[src/rtl/avmm_rr_arbiter_if.sv]
// Avalon-MM command/response bundle used for both requester ports and the shared target port.
interface avmm_rr_arbiter_if #(
  parameter int ADDR_WIDTH = 32,
  parameter int DATA_WIDTH = 32
);
  logic [ADDR_WIDTH-1:0]   address;
  logic                    read;
  logic                    write;
  logic [DATA_WIDTH-1:0]   writedata;
  logic [DATA_WIDTH/8-1:0] byteenable;
  logic                    waitrequest;
  logic [DATA_WIDTH-1:0]   readdata;
  logic                    readdatavalid;
  logic                    writeresponsevalid;
  logic [1:0]              response;

  modport master (
    output address, read, write, writedata, byteenable,
    input  waitrequest, readdata, readdatavalid, writeresponsevalid, response
  );

  modport slave (
    input  address, read, write, writedata, byteenable,
    output waitrequest, readdata, readdatavalid, writeresponsevalid, response
  );
endinterface

[src/rtl/avmm_rr_arbiter.sv]
// Two-requester round-robin Avalon-MM arbiter, one transaction outstanding at a time.
// Optional transaction watchdog is built when AVMM_ARB_TIMEOUT_EN is defined.
module avmm_rr_arbiter #(
  parameter int ADDR_WIDTH     = 32,
  parameter int DATA_WIDTH     = 32,
  parameter int TIMEOUT_CYCLES = 1024
) (
  input  logic              clk,
  input  logic              rstn,
  avmm_rr_arbiter_if.slave  r0,
  avmm_rr_arbiter_if.slave  r1,
  avmm_rr_arbiter_if.master t,
  output logic [1:0]        grant,
  output logic              timeout_evt
);

  typedef enum logic [1:0] {IDLE, ISSUE, WAIT_RSP} state_e;

  state_e     state_q, state_d;
  logic       owner_q, owner_d;
  logic       last_q, last_d;
  logic       rd_q, rd_d;
  logic [1:0] grant_q, grant_d;

  logic req0, req1, rsp_hit, expire, abort_rsp;

  logic [ADDR_WIDTH-1:0]   own_addr;
  logic [DATA_WIDTH-1:0]   own_wdata;
  logic [DATA_WIDTH/8-1:0] own_be;
  logic                    own_rd, own_wr;

  logic [DATA_WIDTH-1:0] o_rdata;
  logic                  o_rdv, o_wrv;
  logic [1:0]            o_rsp;

  assign req0    = r0.read | r0.write;
  assign req1    = r1.read | r1.write;
  assign rsp_hit = (state_q == WAIT_RSP) && (t.readdatavalid || t.writeresponsevalid);

  assign own_addr  = owner_q ? r1.address    : r0.address;
  assign own_wdata = owner_q ? r1.writedata  : r0.writedata;
  assign own_be    = owner_q ? r1.byteenable : r0.byteenable;
  assign own_rd    = owner_q ? r1.read       : r0.read;
  assign own_wr    = owner_q ? r1.write      : r0.write;

`ifdef AVMM_ARB_TIMEOUT_EN
  localparam int CW = (TIMEOUT_CYCLES > 2) ? $clog2(TIMEOUT_CYCLES) : 1;

  logic [CW-1:0] cnt_q, cnt_d;
  logic          tevt_q;

  // Counter sits at zero in IDLE, so it starts from zero on every ISSUE entry.
  always_comb begin
    cnt_d = '0;
    if (state_q != IDLE) cnt_d = cnt_q + 1'b1;
  end

  assign expire = (state_q != IDLE) && (cnt_q == CW'(TIMEOUT_CYCLES - 1)) && !rsp_hit;

  always_ff @(posedge clk or negedge rstn) begin
    if (!rstn) begin
      cnt_q  <= '0;
      tevt_q <= 1'b0;
    end else begin
      cnt_q  <= cnt_d;
      tevt_q <= expire;
    end
  end

  assign abort_rsp   = tevt_q;
  assign timeout_evt = tevt_q;
`else
  logic unused_timeout;
  assign unused_timeout = ^TIMEOUT_CYCLES;
  assign expire         = 1'b0;
  assign abort_rsp      = 1'b0;
  assign timeout_evt    = 1'b0;
`endif

  always_comb begin
    state_d = state_q;
    owner_d = owner_q;
    last_d  = last_q;
    rd_d    = rd_q;
    grant_d = grant_q;
    case (state_q)
      IDLE: begin
        if (req0 || req1) begin
          owner_d = (req0 && req1) ? ~last_q : req1;
          rd_d    = owner_d ? r1.read : r0.read;
          grant_d = owner_d ? 2'b10 : 2'b01;
          state_d = ISSUE;
        end
      end
      ISSUE:    if (!t.waitrequest) state_d = WAIT_RSP;
      WAIT_RSP: state_d = WAIT_RSP;
      default:  state_d = IDLE;
    endcase
    // A real response or a watchdog abort both close the transaction and rotate priority.
    if (rsp_hit || expire) begin
      state_d = IDLE;
      grant_d = 2'b00;
      last_d  = owner_q;
    end
  end

  always_ff @(posedge clk or negedge rstn) begin
    if (!rstn) begin
      state_q <= IDLE;
      owner_q <= 1'b0;
      last_q  <= 1'b1;
      rd_q    <= 1'b0;
      grant_q <= 2'b00;
    end else begin
      state_q <= state_d;
      owner_q <= owner_d;
      last_q  <= last_d;
      rd_q    <= rd_d;
      grant_q <= grant_d;
    end
  end

  assign grant = grant_q;

  // Read wins when a requester illegally raises both strobes.
  always_comb begin
    t.address    = '0;
    t.read       = 1'b0;
    t.write      = 1'b0;
    t.writedata  = '0;
    t.byteenable = '0;
    if (state_q == ISSUE) begin
      t.address    = own_addr;
      t.read       = own_rd;
      t.write      = own_wr & ~own_rd;
      t.writedata  = own_wdata;
      t.byteenable = own_be;
    end
  end

  always_comb begin
    o_rdv   = 1'b0;
    o_wrv   = 1'b0;
    o_rdata = '0;
    o_rsp   = 2'b00;
    if (rsp_hit) begin
      o_rdv   = t.readdatavalid;
      o_wrv   = t.writeresponsevalid;
      o_rdata = t.readdatavalid ? t.readdata : '0;
      o_rsp   = t.response;
    end else if (abort_rsp) begin
      o_rdv = rd_q;
      o_wrv = ~rd_q;
      o_rsp = 2'b10;
    end
  end

  always_comb begin
    r0.waitrequest        = 1'b1;
    r1.waitrequest        = 1'b1;
    r0.readdata           = '0;
    r1.readdata           = '0;
    r0.readdatavalid      = 1'b0;
    r1.readdatavalid      = 1'b0;
    r0.writeresponsevalid = 1'b0;
    r1.writeresponsevalid = 1'b0;
    r0.response           = 2'b00;
    r1.response           = 2'b00;
    if (owner_q) begin
      if (state_q == ISSUE) r1.waitrequest = t.waitrequest;
      r1.readdata           = o_rdata;
      r1.readdatavalid      = o_rdv;
      r1.writeresponsevalid = o_wrv;
      r1.response           = o_rsp;
    end else begin
      if (state_q == ISSUE) r0.waitrequest = t.waitrequest;
      r0.readdata           = o_rdata;
      r0.readdatavalid      = o_rdv;
      r0.writeresponsevalid = o_wrv;
      r0.response           = o_rsp;
    end
  end

endmodule

[src/flat_wrapper.sv]
// flat-port wrapper written by rule: the top's interface ports become plain ports
module avmm_rr_arbiter_flat 
#(
  parameter int ADDR_WIDTH     = 32,
  parameter int DATA_WIDTH     = 32,
  parameter int TIMEOUT_CYCLES = 1024
)
  (clk, rstn, grant, timeout_evt, r0_address, r0_read, r0_write, r0_writedata, r0_byteenable, r0_waitrequest, r0_readdata, r0_readdatavalid, r0_writeresponsevalid, r0_response, r1_address, r1_read, r1_write, r1_writedata, r1_byteenable, r1_waitrequest, r1_readdata, r1_readdatavalid, r1_writeresponsevalid, r1_response, t_address, t_read, t_write, t_writedata, t_byteenable, t_waitrequest, t_readdata, t_readdatavalid, t_writeresponsevalid, t_response);
  avmm_rr_arbiter_if #(.ADDR_WIDTH(ADDR_WIDTH), .DATA_WIDTH(DATA_WIDTH)) r0_i ();
  avmm_rr_arbiter_if #(.ADDR_WIDTH(ADDR_WIDTH), .DATA_WIDTH(DATA_WIDTH)) r1_i ();
  avmm_rr_arbiter_if #(.ADDR_WIDTH(ADDR_WIDTH), .DATA_WIDTH(DATA_WIDTH)) t_i ();
  input  logic clk;
  input  logic rstn;
  output logic [1:0] grant;
  output logic timeout_evt;
  input wire logic [$bits(r0_i.address)-1:0] r0_address;
  input wire logic [$bits(r0_i.read)-1:0] r0_read;
  input wire logic [$bits(r0_i.write)-1:0] r0_write;
  input wire logic [$bits(r0_i.writedata)-1:0] r0_writedata;
  input wire logic [$bits(r0_i.byteenable)-1:0] r0_byteenable;
  output wire logic [$bits(r0_i.waitrequest)-1:0] r0_waitrequest;
  output wire logic [$bits(r0_i.readdata)-1:0] r0_readdata;
  output wire logic [$bits(r0_i.readdatavalid)-1:0] r0_readdatavalid;
  output wire logic [$bits(r0_i.writeresponsevalid)-1:0] r0_writeresponsevalid;
  output wire logic [$bits(r0_i.response)-1:0] r0_response;
  input wire logic [$bits(r1_i.address)-1:0] r1_address;
  input wire logic [$bits(r1_i.read)-1:0] r1_read;
  input wire logic [$bits(r1_i.write)-1:0] r1_write;
  input wire logic [$bits(r1_i.writedata)-1:0] r1_writedata;
  input wire logic [$bits(r1_i.byteenable)-1:0] r1_byteenable;
  output wire logic [$bits(r1_i.waitrequest)-1:0] r1_waitrequest;
  output wire logic [$bits(r1_i.readdata)-1:0] r1_readdata;
  output wire logic [$bits(r1_i.readdatavalid)-1:0] r1_readdatavalid;
  output wire logic [$bits(r1_i.writeresponsevalid)-1:0] r1_writeresponsevalid;
  output wire logic [$bits(r1_i.response)-1:0] r1_response;
  output wire logic [$bits(t_i.address)-1:0] t_address;
  output wire logic [$bits(t_i.read)-1:0] t_read;
  output wire logic [$bits(t_i.write)-1:0] t_write;
  output wire logic [$bits(t_i.writedata)-1:0] t_writedata;
  output wire logic [$bits(t_i.byteenable)-1:0] t_byteenable;
  input wire logic [$bits(t_i.waitrequest)-1:0] t_waitrequest;
  input wire logic [$bits(t_i.readdata)-1:0] t_readdata;
  input wire logic [$bits(t_i.readdatavalid)-1:0] t_readdatavalid;
  input wire logic [$bits(t_i.writeresponsevalid)-1:0] t_writeresponsevalid;
  input wire logic [$bits(t_i.response)-1:0] t_response;
  assign r0_i.address = r0_address;
  assign r0_i.read = r0_read;
  assign r0_i.write = r0_write;
  assign r0_i.writedata = r0_writedata;
  assign r0_i.byteenable = r0_byteenable;
  assign r0_waitrequest = r0_i.waitrequest;
  assign r0_readdata = r0_i.readdata;
  assign r0_readdatavalid = r0_i.readdatavalid;
  assign r0_writeresponsevalid = r0_i.writeresponsevalid;
  assign r0_response = r0_i.response;
  assign r1_i.address = r1_address;
  assign r1_i.read = r1_read;
  assign r1_i.write = r1_write;
  assign r1_i.writedata = r1_writedata;
  assign r1_i.byteenable = r1_byteenable;
  assign r1_waitrequest = r1_i.waitrequest;
  assign r1_readdata = r1_i.readdata;
  assign r1_readdatavalid = r1_i.readdatavalid;
  assign r1_writeresponsevalid = r1_i.writeresponsevalid;
  assign r1_response = r1_i.response;
  assign t_address = t_i.address;
  assign t_read = t_i.read;
  assign t_write = t_i.write;
  assign t_writedata = t_i.writedata;
  assign t_byteenable = t_i.byteenable;
  assign t_i.waitrequest = t_waitrequest;
  assign t_i.readdata = t_readdata;
  assign t_i.readdatavalid = t_readdatavalid;
  assign t_i.writeresponsevalid = t_writeresponsevalid;
  assign t_i.response = t_response;
  avmm_rr_arbiter #(.ADDR_WIDTH(ADDR_WIDTH), .DATA_WIDTH(DATA_WIDTH), .TIMEOUT_CYCLES(TIMEOUT_CYCLES)) u_core (.clk(clk), .rstn(rstn), .r0(r0_i), .r1(r1_i), .t(t_i), .grant(grant), .timeout_evt(timeout_evt));
endmodule
[config.mk]
export PLATFORM = sky130hd
export DESIGN_NAME = avmm_rr_arbiter_flat
export DESIGN_NICKNAME = d
export VERILOG_FILES = /design/src/rtl/avmm_rr_arbiter_if.sv /design/src/rtl/avmm_rr_arbiter.sv /design/src/flat_wrapper.sv
export SDC_FILE = /design/constraint.sdc
export NUM_CORES = 1
export LEC_CHECK = 0
export ABC_AREA = 0
export ABC_CLOCK_PERIOD_IN_PS = 3550
export BUFFER_PORTS_ARGS = -buffer_cell sky130_fd_sc_hd__buf_4
export CAP_MARGIN = 20
export CORE_AREA = 2 2 127 129
export CTS_BUF_LIST = sky130_fd_sc_hd__clkbuf_16
export DETAILED_ROUTE_END_ITERATION = 12
export DIE_AREA = 0 0 129 131
export HOLD_SLACK_MARGIN = 0.05
export SLEW_MARGIN = 30
export SYNTH_ARGS = -nofsm -noshare
export SYNTH_HDL_FRONTEND = slang
export SYNTH_SLANG_ARGS = --single-unit
[constraint.sdc]
create_clock -name clk -period 3.55 [get_ports clk]
set_clock_uncertainty 0.05 [all_clocks]
set_input_delay 0.71 -clock clk [delete_from_list [all_inputs] [get_ports clk]]
set_output_delay 0.71 -clock clk [all_outputs]
set_load 0.005 [all_outputs]
Word-level counts from Yosys, hierarchy flattened --
Index checks and enable logic that the tools add are counted.
Storage, ports and cells: flip-flop bits (word level) 6, bits in latches 0, bits in writable memories 0, bits in read-only memories 0, input port bits 179, output and inout port bits 147, logic and storage cells 58, memories kept 0
Cells by class: $add $sub $neg 0, multiply operators 0, divide/modulo/power cells 0, magnitude comparators 0, eq/ne operators 4, shifts and indexed selects 0, mux-type cells 35, bitwise logic cells 5, reductions and logical operators 10
Operators with widths (count):
- $mux 32 | 8
- $mux 2 | 10
- $mux 1 | 14
- $mux 4 | 2
- $pmux 2 s3 | 1
- $reduce_and 2->1 | 3
- $reduce_bool 2->1 | 2
- $ne 3x1->1 const B | 1
- $ne 3x2->1 const B | 1
- $eq 2x1->1 const B | 1
- $eq 2x2->1 const B | 1
- $logic_and 1x1->1 | 2
- $logic_not 2->1 | 1
- $logic_or 1x1->1 | 2
- $not 1->1 | 2
- $or 1x1->1 | 2
- $and 1x1->1 | 1

Longest topological paths before layout --
Gate-level depths: netlist of run 1.
depth in word-level cells 7, mapped depth 5, depth with buffers taken out 3

Least setup slack after synthesis of run 1 --
OpenSTA, ideal clock, no wires.
kind input to output, start in t_readdatavalid, end out r0_readdata[22], arrival time 1.181 ns, required time 2.790 ns, setup slack 1.609 ns, cell stages on the path 3, buffers on the path 1, cell sequence and3b_4 -> buf_6 -> and2_1
Between the ends: word-level cells in the longest chain between the ends 4, elaborated cells between the ends (all ways) 5, those cells by class mux: 3; reduce/logical: 2
RTL lines:
- start, declared | line flat_wrapper.sv:43 | input wire logic [$bits(t_i.readdatavalid)-1:0] t_readdatavalid;
- $logic_or 1x1->1 | line avmm_rr_arbiter.sv:38 | assign rsp_hit = (state_q == WAIT_RSP) && (t.readdatavalid || t.writeresponsevalid);
- $logic_and 1x1->1 | line avmm_rr_arbiter.sv:38
- $mux 32 * | line avmm_rr_arbiter.sv:146 | if (rsp_hit) begin
- $mux 32 * | line avmm_rr_arbiter.sv:169 | if (owner_q) begin
- end, declared | line flat_wrapper.sv:22 | output wire logic [$bits(r0_i.readdata)-1:0] r0_readdata;
Mark *: on every way between the ends. The rest lies on a longest branch, timed or not.

Worst setup path after layout of run 1 --
start reg u_core.state_q[0], end out t_writedata[9]
Between the ends: word-level cells in the longest chain between the ends 2
RTL lines:
- start, declared | line avmm_rr_arbiter.sv:19 | state_e state_q, state_d;
- start signal, assigned | line avmm_rr_arbiter.sv:115 | state_q <= state_d;
- $eq 2x1->1 | line avmm_rr_arbiter.sv:132 | if (state_q == ISSUE) begin
- $mux 32 | line avmm_rr_arbiter.sv:132
- end, declared | line flat_wrapper.sv:39 | output wire logic [$bits(t_i.writedata)-1:0] t_writedata;
Every way passes these cells.

==> results of run 1 <==
logic make-up (layout without fill, tap and decap cells):
family,after synthesis,in the layout
simple gates,152,152
other cells,1,1
compound gates,10,10
buf+inv,27,335
flops,6,6
mux,70,70
cell type report:
class,instances,area share [%]
Multi-Input combinational cell,233,34.4
Timing Repair Buffer,328,54.3
Clock inverter,1,0.0823
Sequential cell,6,3.40
Clock buffer,3,1.65
Inverter,3,0.247
Tap cell,216,5.93
state kept, by name (all words and copies together), names as in the netlist:
signal          flops
u_core.state_q      2
u_core.last_q       1
u_core.owner_q      1
u_core.grant        2
stage by stage:
| step | setup WS [ns] | std cells | hold slack, ns | total power [W] |
|---|---|---|---|---|
| after floorplan | 1.61 | 266 | 0.364 | 0.00112 |
| after global placement | 1.26 | 786 | 0.460 | 0.00199 |
| after detailed placement | 1.26 | 786 | 0.468 | 0.00199 |
| after CTS | 1.04 | 790 | 0.229 | 0.00219 |
| after global routing | 0.888 | 790 | 0.232 | 0.00234 |
| final | 1.05 | 790 | 0.228 | 0.00215 |
layout by cell type, fill, tap and decap left out, types with 2 or more instances in the layout:
cell type	netlist	final
a21o_1	2	2
and2_1	64	64
and3_1	3	3
buf_4	11	327
clkbuf_16	0	3
dfrtp_1	5	4
inv_1	3	4
mux2i_1	69	69
nand2_1	3	3
nor2_1	74	74
nor3b_1	2	2
o21ai_0	2	2
worst paths after layout:
kind / to / slack (ns) / depth (start not counted)
max in group asynchronous: u_core.last_q$_DFFE_PN1P_ / 3.02 / 1
min in group clk: u_core.grant[1]$_DFFE_PN0P_ / 0.48 / 1
worst min-delay path: u_core.grant[1]$_DFFE_PN0P_ / 0.23 / 1
worst max-delay path: t_writedata[9] / 1.05 / 4
worst max register to register: u_core.state_q[1]$_DFFE_PN0P_ / 2.25 / 3
worst min register to register: u_core.grant[1]$_DFFE_PN0P_ / 0.48 / 1
power groups by stage:
stage / logic (W) / registers (W) / clock network (W)
after floorplan: 0.000993 / 0.000126 / 0
after global placement: 0.00183 / 0.000155 / 0
after detailed placement: 0.00183 / 0.000157 / 0
after CTS: 0.00184 / 0.000157 / 0.000192
after global routing: 0.00198 / 0.000164 / 0.000196
final: 0.00181 / 0.000155 / 0.000189
routing by layer:
metal / vias to the layer above / track usage [%]
li1: 1481 / -
met2: 184 / 18.8
met1: 1263 / 10.8
met3: 9 / 2.65
met4: 0 / 2.05
met5: - / 0
worst register-to-register path: cells and delay by family, from the launching register on:
| family | cells | cell delay, ns |
|---|---|---|
| compound gates | 1 | 0.11 |
| flops | 1 | 0.38 |
| simple gates | 2 | 0.70 |
==> impl_metrics.json, run 1 <==
{
  "dr_wl_met3_um": 992,
  "cp_cell_sequence": "nand2b_2, buf_4, nor2_1, buf_4",
  "cp_slowest_cell": "buf_4",
  "dp_hpwl_um": 8330,
  "synthXorXnorAreaFrac_pct": 0,
  "synthesis.nets": 445,
  "routed_wl_um": 9560,
  "port_buffers": 324,
  "drt_iter0_drc": 94,
  "h-tree-depth": 1,
  "numCtsBuffers": 3,
  "seq_area_um2": 155,
  "synthMuxAreaShare_pct": 37.0,
  "fp-row-count": 46,
  "crit_path_end_kind": "output pin",
  "finalCoreUtilization_pct": 29.2,
  "slew_viol_final": 0,
  "crit_type": "reg2out",
  "root_buffer": "clkbuf_16",
  "cp-start-kind": "register",
  "crit_path_frequent_cell": "buf_4",
  "yosys.area.top_type_share_pct": 36.4,
  "critPathBufInv": 2,
  "syn_avg_cell_area_um2": 7.13,
  "rsz0062_at_grt": "no",
  "min_period_ns": 2.50,
  "synthSimpleGateAreaFrac_pct": 41.1,
  "synth_compound_area_share_pct": 4.35,
  "gp_congestion": 0.716,
  "drive_above_1_share_pct": 59.2,
  "synthTopCellsByArea": "mux2i_1 36%, and2_1 21%, nor2_1 15%",
  "grt_overflow": 0,
  "drc_errors": 0,
  "ys.flop_type": "dfrtp_1",
  "grt_max_degree": 59,
  "cts_buffer_depth": 2,
  "hold_class": "in2async",
  "ctsResizeCount": 0,
  "required_ns": 2.79,
  "antenna_found_initial": 0,
  "setup_viol": 0,
  "cp-startpoint": "u_core.state_q[0]$_DFFE_PN0P_",
  "hold_viol": 0,
  "core_mm2": 0.0156,
  "first_pass_iters": 4,
  "synthCells": 266,
  "placed_cell_area_mm2": 0.00448,
  "die_w_um": 129,
  "cp_slowest_stage_delay_ns": 0.43,
  "critPathMaxFanout": 38,
  "routed.top_layer": "met4",
  "ant_nets": 0,
  "crit_family": "buffers and inverters",
  "synthAdderAreaFrac_pct": 0,
  "seqPwrFrac_pct": 7.2,
  "drt-met1-wl_um": 3480,
  "max_freq_mhz": 401,
  "grt_pass1_vias": 2676,
  "yosysUniqueCellTypes": 28,
  "synth-edff-count": 0,
  "yosys_warnings": 0,
  "ys_seq_elements": 6,
  "nFillCells": 1724,
  "cts_setup_buffers": 0,
  "crit_arrival_ns": 1.74,
  "die_h_um": 131,
  "cts_tree": "yes",
  "clk_latency_ns": 0.23,
  "ios": 326,
  "die_area_mm2": 0.0169,
  "fin_area_mm2": 0.00456,
  "setup_tns_ns": 0,
  "ys_seq_area_share_pct": 7.98,
  "combPwrFrac_pct": 84.0,
  "synthTopCellsByCount": "74 x nor2_1, 69 x mux2i_1, 64 x and2_1, 11 x buf_4, 10 x buf_2",
  "wire_per_inst_um": 12.1,
  "clk_pin_slew_worst_paths_ns": 0.04,
  "grt_usage_pct": 9.80,
  "p_clk_share_pct": 8.8,
  "power.density_mw_per_mm2": 471,
  "synth_top_family_by_area": "simple AND/OR/NAND/NOR gates",
  "max_cap_viol_count": 0,
  "num_antenna_cells": 0,
  "vias": 2937,
  "r2r_start": "u_core.state_q[1]$_DFFE_PN0P_",
  "p_sw_share_pct": 41.6,
  "initial_utilization_pct": 12.2,
  "finalCritPeriodShare_pct": 70.3,
  "yosysTopAreaCell": "mux2i_1",
  "p_leak_nw": 2.58,
  "switching_power_w": 0.000894,
  "status": "finished clean",
  "synth.most_common_cell": "nor2_1",
  "internal-power_w": 0.00126,
  "hold_buffers": 0,
  "dr_wl_met2_um": 5000,
  "multi_input_area_mm2": 0.00157,
  "syn-cell-area_mm2": 0.00190,
  "vias_per_cell": 3.72,
  "area_growth_pct": 140,
  "cts.sinks": 6,
  "ir_drop_mv": 0.307,
  "async_flop_share_pct": 100,
  "grt_pass1_wl_um": 13400,
  "fin_nets": 754
}
Note: power is estimated with default switching activity, not from simulation.
==> inputs of run 2 (changes only) <==
--- a/config.mk
+++ b/config.mk
@@ -6,13 +6,13 @@
 export NUM_CORES = 1
 export LEC_CHECK = 0
 export ABC_AREA = 0
-export ABC_CLOCK_PERIOD_IN_PS = 3550
+export ABC_CLOCK_PERIOD_IN_PS = 2100
 export BUFFER_PORTS_ARGS = -buffer_cell sky130_fd_sc_hd__buf_4
 export CAP_MARGIN = 20
-export CORE_AREA = 2 2 127 129
+export CORE_AREA = 2 2 128 130
 export CTS_BUF_LIST = sky130_fd_sc_hd__clkbuf_16
 export DETAILED_ROUTE_END_ITERATION = 12
-export DIE_AREA = 0 0 129 131
+export DIE_AREA = 0 0 130 132
 export HOLD_SLACK_MARGIN = 0.05
 export SLEW_MARGIN = 30
 export SYNTH_ARGS = -nofsm -noshare
==> constraint.sdc (replaced) <==
create_clock -name clk -period 2.1 [get_ports clk]
set_clock_uncertainty 0.05 [all_clocks]
set_input_delay 0.42 -clock clk [delete_from_list [all_inputs] [get_ports clk]]
set_output_delay 0.42 -clock clk [all_outputs]
set_load 0.005 [all_outputs]
==> impl_metrics.json, run 2 (synthesis results as in run 1) <==
{
  "h-tree-depth": 1,
  "clk_latency_ns": 0.23,
  "die_w_um": 130,
  "worstMarginPinSlew_ns": 0.648,
  "placed_cell_area_mm2": 0.00457,
  "routed_wl_um": 10800,
  "hold_class": "in2reg",
  "slew_viol_final": 0,
  "grt_pass1_wl_um": 15400,
  "p_leak_nw": 2.65,
  "crit_type": "reg2out",
  "numCtsBuffers": 3,
  "grt_usage_pct": 11.2,
  "ios": 326,
  "setup_viol": 0,
  "final_common_cell": "buf_4",
  "vias": 3030,
  "status": "finished clean",
  "grt_max_degree": 57,
  "critPathMaxFanout": 13,
  "die_area_mm2": 0.0172,
  "cp-start-kind": "register",
  "antenna_found_initial": 0,
  "vias_per_cell": 3.78,
  "power.density_mw_per_mm2": 860,
  "num_antenna_cells": 0,
  "crit_family": "flip-flops",
  "rsz0062_at_grt": "yes",
  "cts.sinks": 6,
  "r2r-end": "u_core.owner_q$_DFFE_PN0P_",
  "drive_above_1_share_pct": 60.2,
  "min_period_ns": 2.07,
  "max_freq_mhz": 482,
  "cp_slowest_stage_delay_ns": 0.52,
  "die_h_um": 132,
  "fin_area_mm2": 0.00471,
  "fin_nets": 765,
  "cts_setup_buffers": 0,
  "slew_headroom_pct": 56.3,
  "hold_viol": 0,
  "dp_hpwl_um": 9230,
  "crit_path_end_kind": "output pin",
  "nFillCells": 1754,
  "drt_iter0_drc": 69,
  "setup_tns_ns": 0,
  "first_pass_iters": 4,
  "finalCritPeriodShare_pct": 98.7,
  "worstHoldStart": "t_waitrequest",
  "core_mm2": 0.0157,
  "grt_pass1_vias": 2878,
  "cp.depth": 3,
  "root_buffer": "clkbuf_16",
  "r2r_start": "u_core.owner_q$_DFFE_PN0P_",
  "clk_pin_slew_worst_paths_ns": 0.03,
  "hold_end": "u_core.state_q[0]$_DFFE_PN0P_",
  "crit_arrival_ns": 1.60,
  "layout_common_cells": "333 x buf_4, 74 x nor2_1, 67 x mux2i_1, 64 x and2_1",
  "drc_errors": 0,
  "max_cap_viol_count": 0,
  "worstHoldPathCells": 3,
  "cp_slowest_cell": "dfrtp_4",
  "cp_cell_sequence": "bufbuf_16, or3_1, buf_4",
  "area_growth_pct": 148,
  "gp_congestion": 0.812,
  "whs_ns": 0.421,
  "fp-row-count": 46,
  "critPathBufInv": 2,
  "initial_utilization_pct": 12.1,
  "ant_nets": 0,
  "power.total_w": 0.00405,
  "cts_tree": "yes",
  "r2r_cells": 3,
  "ir_drop_mv": 0.341,
  "grt_overflow": 0,
  "wire_per_inst_um": 13.5,
  "required_ns": 1.63,
  "port_buffers": 324,
  "rrSetupSlack_ns": 0.83,
  "cts_buffer_depth": 2
}
-- run 2: cell types whose count changed in the layout (fill, tap and decap cells not counted) --
cell           before  now
mux2i_2             0    2
bufbuf_16           0    1
mux2i_1            69   67
buf_4             327  333
buf_12              1    3
buf_6               0    1
dlygate4sd3_1       0    1
-- run 2: what timing repair did --
action,CTS,global route
hold buffers,1,0
resized for setup,1,2
endpoints found under the hold margin,5,0
endpoints found under the setup margin,2,16
gates cloned,1,0
-- run 2: metrics by stage --
stage	util (%)	instances	worst slack (ns)
6_report	30.0	801	0.0274
5_1_grt	30.0	801	-0.0135
4_1_cts	29.9	801	0.0202
3_5_place_dp	29.1	795	0.207
3_3_place_gp	29.1	795	0.245
2_1_floorplan	-	266	0.565
-- run 2: worst max-delay path by stage --
stage	startpoint	end
floorplan	u_core.owner_q$_DFFE_PN0P_	r0_waitrequest
global placement	u_core.owner_q$_DFFE_PN0P_	t_writedata[9]
detailed placement	u_core.owner_q$_DFFE_PN0P_	t_writedata[6]
CTS	u_core.owner_q$_DFFE_PN0P_	t_writedata[9]
global route	u_core.owner_q$_DFFE_PN0P_	r0_readdata[1]
finish	u_core.owner_q$_DFFE_PN0P_	r0_waitrequest
-- run 2: cell type report --
class | instances | area [um^2] | area share, %
flip-flops and latches | 6 | 155 | 3.30
clock inverters | 1 | 3.75 | 0.0797
clock buffers | 3 | 75.1 | 1.59
multi-input cells | 233 | 1580 | 33.5
inverters | 3 | 11.3 | 0.239
well taps | 216 | 270 | 5.74
repair buffers | 339 | 2610 | 55.5
-- run 2: routing by layer --
metal | vias up | global-route usage (%) | part of all wire (%)
met5 | - | 0 | 0
met4 | 0 | 1.43 | 1.1
met3 | 8 | 2.39 | 8.0
met2 | 168 | 22.0 | 53
met1 | 1347 | 12.4 | 38
li1 | 1507 | - | -
-- run 2: report_power, final --
| group | total [W] | internal (W) | switching, W |
|---|---|---|---|
| Sequential | 0.000255 | 0.000188 | 0.0000668 |
| Clock | 0.000315 | 0.000247 | 0.0000676 |
| Combinational | 0.00348 | 0.00194 | 0.00154 |
| Total | 0.00405 | 0.00237 | 0.00167 |
-- run 2: worst reg2reg max path: cells and delay by family, from the launching register on --
family	cells	cell delay, ns
DFF	1	0.52
buffers and inverters	2	0.37
AOI/OAI and AO/OA	1	0.20
==> inputs of run 3 (changes only) <==
--- a/config.mk
+++ b/config.mk
@@ -9,7 +9,7 @@
 export ABC_CLOCK_PERIOD_IN_PS = 2100
 export BUFFER_PORTS_ARGS = -buffer_cell sky130_fd_sc_hd__buf_4
 export CAP_MARGIN = 20
-export CORE_AREA = 2 2 128 130
+export CORE_AREA = 4 4 126 128
 export CTS_BUF_LIST = sky130_fd_sc_hd__clkbuf_16
 export DETAILED_ROUTE_END_ITERATION = 12
 export DIE_AREA = 0 0 130 132
==> impl_metrics.json, run 3 (synthesis results as in run 1) <==
{
  "antenna_found_initial": 0,
  "seqPwrFrac_pct": 6.3,
  "fin_nets": 763,
  "p_sw_share_pct": 40.3,
  "crit_family": "flip-flops",
  "clk_latency_ns": 0.23,
  "r2r_start": "u_core.owner_q$_DFFE_PN0P_",
  "drt_iter0_drc": 84,
  "num_antenna_cells": 0,
  "h-tree-depth": 1,
  "cts_tree": "yes",
  "cts_setup_buffers": 0,
  "critPathCapture": "t_write",
  "cp-start-kind": "register",
  "nFillCells": 1611,
  "multi_input_area_mm2": 0.00157,
  "die_h_um": 132,
  "drc_errors": 0,
  "vias": 2977,
  "finalCoreUtilization_pct": 31.3,
  "numCtsBuffers": 3,
  "rrSetupSlack_ns": 0.86,
  "port_buffers": 324,
  "ant_nets": 0,
  "ios": 326,
  "max_cap_viol_count": 0,
  "pre_cts_ws_ns": 0.225,
  "grt_max_degree": 45,
  "fin_area_mm2": 0.00466,
  "cp_cell_sequence": "bufbuf_16, o32a_1, nor2_1, buf_4",
  "fp-row-count": 45,
  "crit_arrival_ns": 1.59,
  "internal-power_w": 0.00235,
  "hold_class": "in2reg",
  "seq_area_um2": 155,
  "area_growth_pct": 145,
  "ir_drop_mv": 0.460,
  "slew_viol_final": 0,
  "combPwrFrac_pct": 85.7,
  "crit_path_end_kind": "output pin",
  "layout_common_cells": "332 x buf_4, 74 x nor2_1, 69 x mux2i_1, 63 x and2_1",
  "placed_cell_area_mm2": 0.00452,
  "cts.sinks": 6,
  "cts_buffer_depth": 2,
  "routed_wl_um": 10300,
  "cp_slowest_stage_delay_ns": 0.51,
  "min_period_ns": 2.06,
  "r2r-end": "u_core.last_q$_DFFE_PN1P_",
  "cp_slowest_cell": "dfrtp_4",
  "r2r_cells": 2,
  "p_leak_nw": 2.65,
  "grt_overflow": 0,
  "p_clk_share_pct": 8.0,
  "gp_congestion": 0.753,
  "clk_pin_slew_worst_paths_ns": 0.04,
  "critPathMaxFanout": 22,
  "required_ns": 1.63,
  "grt_usage_pct": 10.5,
  "first_pass_iters": 4,
  "max_freq_mhz": 485,
  "rsz0062_at_grt": "yes",
  "drive_above_1_share_pct": 59.9,
  "finalCritPeriodShare_pct": 98.3,
  "final_common_cell": "buf_4",
  "core_mm2": 0.0149,
  "grt_pass1_wl_um": 14800,
  "switching_power_w": 0.00158,
  "critPathBufInv": 2,
  "initial_utilization_pct": 12.8,
  "grt_pass1_vias": 2908,
  "die_w_um": 130,
  "cp-startpoint": "u_core.owner_q$_DFFE_PN0P_",
  "dp_hpwl_um": 8850,
  "power.density_mw_per_mm2": 845,
  "cp.depth": 4,
  "status": "finished clean",
  "crit_type": "reg2out",
  "layout_setup_ws_ns": 0.0360,
  "root_buffer": "clkbuf_16",
  "setup_viol": 0,
  "vias_per_cell": 3.86,
  "wire_per_inst_um": 13.4,
  "hold_viol": 0,
  "die_area_mm2": 0.0172
}
[run 3: repair_timing]
| item | 4_1_cts | 5_1_grt |
|---|---|---|
| cloned | 1 | 0 |
| hold buffers | 1 | 0 |
| hold endpoints to repair | 5 | 0 |
| setup endpoints to repair | 2 | 29 |
| gates resized for setup | 1 | 1 |
[run 3: cell type report]
class,count,share of cell area (%)
Timing Repair Buffer,337,55.9
Multi-Input combinational cell,233,33.8
Tap cell,188,5.05
Sequential cell,6,3.33
Clock buffer,3,1.61
Inverter,3,0.242
Clock inverter,1,0.0806
[run 3: worst min path at each step]
stage,from,cells past startpoint,to,slack [ns]
2_1_floorplan,rstn,0,u_core.grant[0]$_DFFE_PN0P_,0.07
3_3_place_gp,rstn,1,u_core.state_q[0]$_DFFE_PN0P_,0.18
3_5_place_dp,rstn,1,u_core.state_q[0]$_DFFE_PN0P_,0.19
4_1_cts,t_waitrequest,3,u_core.state_q[0]$_DFFE_PN0P_,0.42
5_1_grt,t_waitrequest,3,u_core.state_q[0]$_DFFE_PN0P_,0.44
6_report,t_waitrequest,3,u_core.state_q[0]$_DFFE_PN0P_,0.41
[run 3: power by group through the flow]
stage	Clock [W]	Sequential (W)	Combinational (W)
floorplan	0	0.000213	0.00168
global placement	0	0.000237	0.00333
detailed placement	0	0.000240	0.00332
CTS	0.000322	0.000249	0.00344
global route	0.000332	0.000255	0.00366
finish	0.000315	0.000246	0.00337
[run 3: per-layer routing]
layer | global-route usage [%] | vias up | share of wire [%]
li1 | - | 1504 | -
met1 | 12.3 | 1284 | 37
met2 | 20.1 | 185 | 52
met3 | 2.15 | 4 | 11
met4 | 0.866 | 0 | 0.32
met5 | 0 | - | 0
[run 3: stage by stage]
step	hold slack (ns)	setup TNS [ns]	std cells	power (W)
after global placement	0.184	0	765	0.00357
after floorplan	0.0744	0	266	0.00189
after detailed placement	0.185	0	765	0.00356
after CTS	0.416	0	771	0.00402
after global routing	0.439	-0.300	771	0.00425
final	0.413	0	771	0.00393
[run 3: tightest hold or removal path, delay by kind of cell]
family / cells / cell delay (ns)
AOI/OAI and AO/OA: 1 / 0.07
buffers and inverters: 2 / 0.15
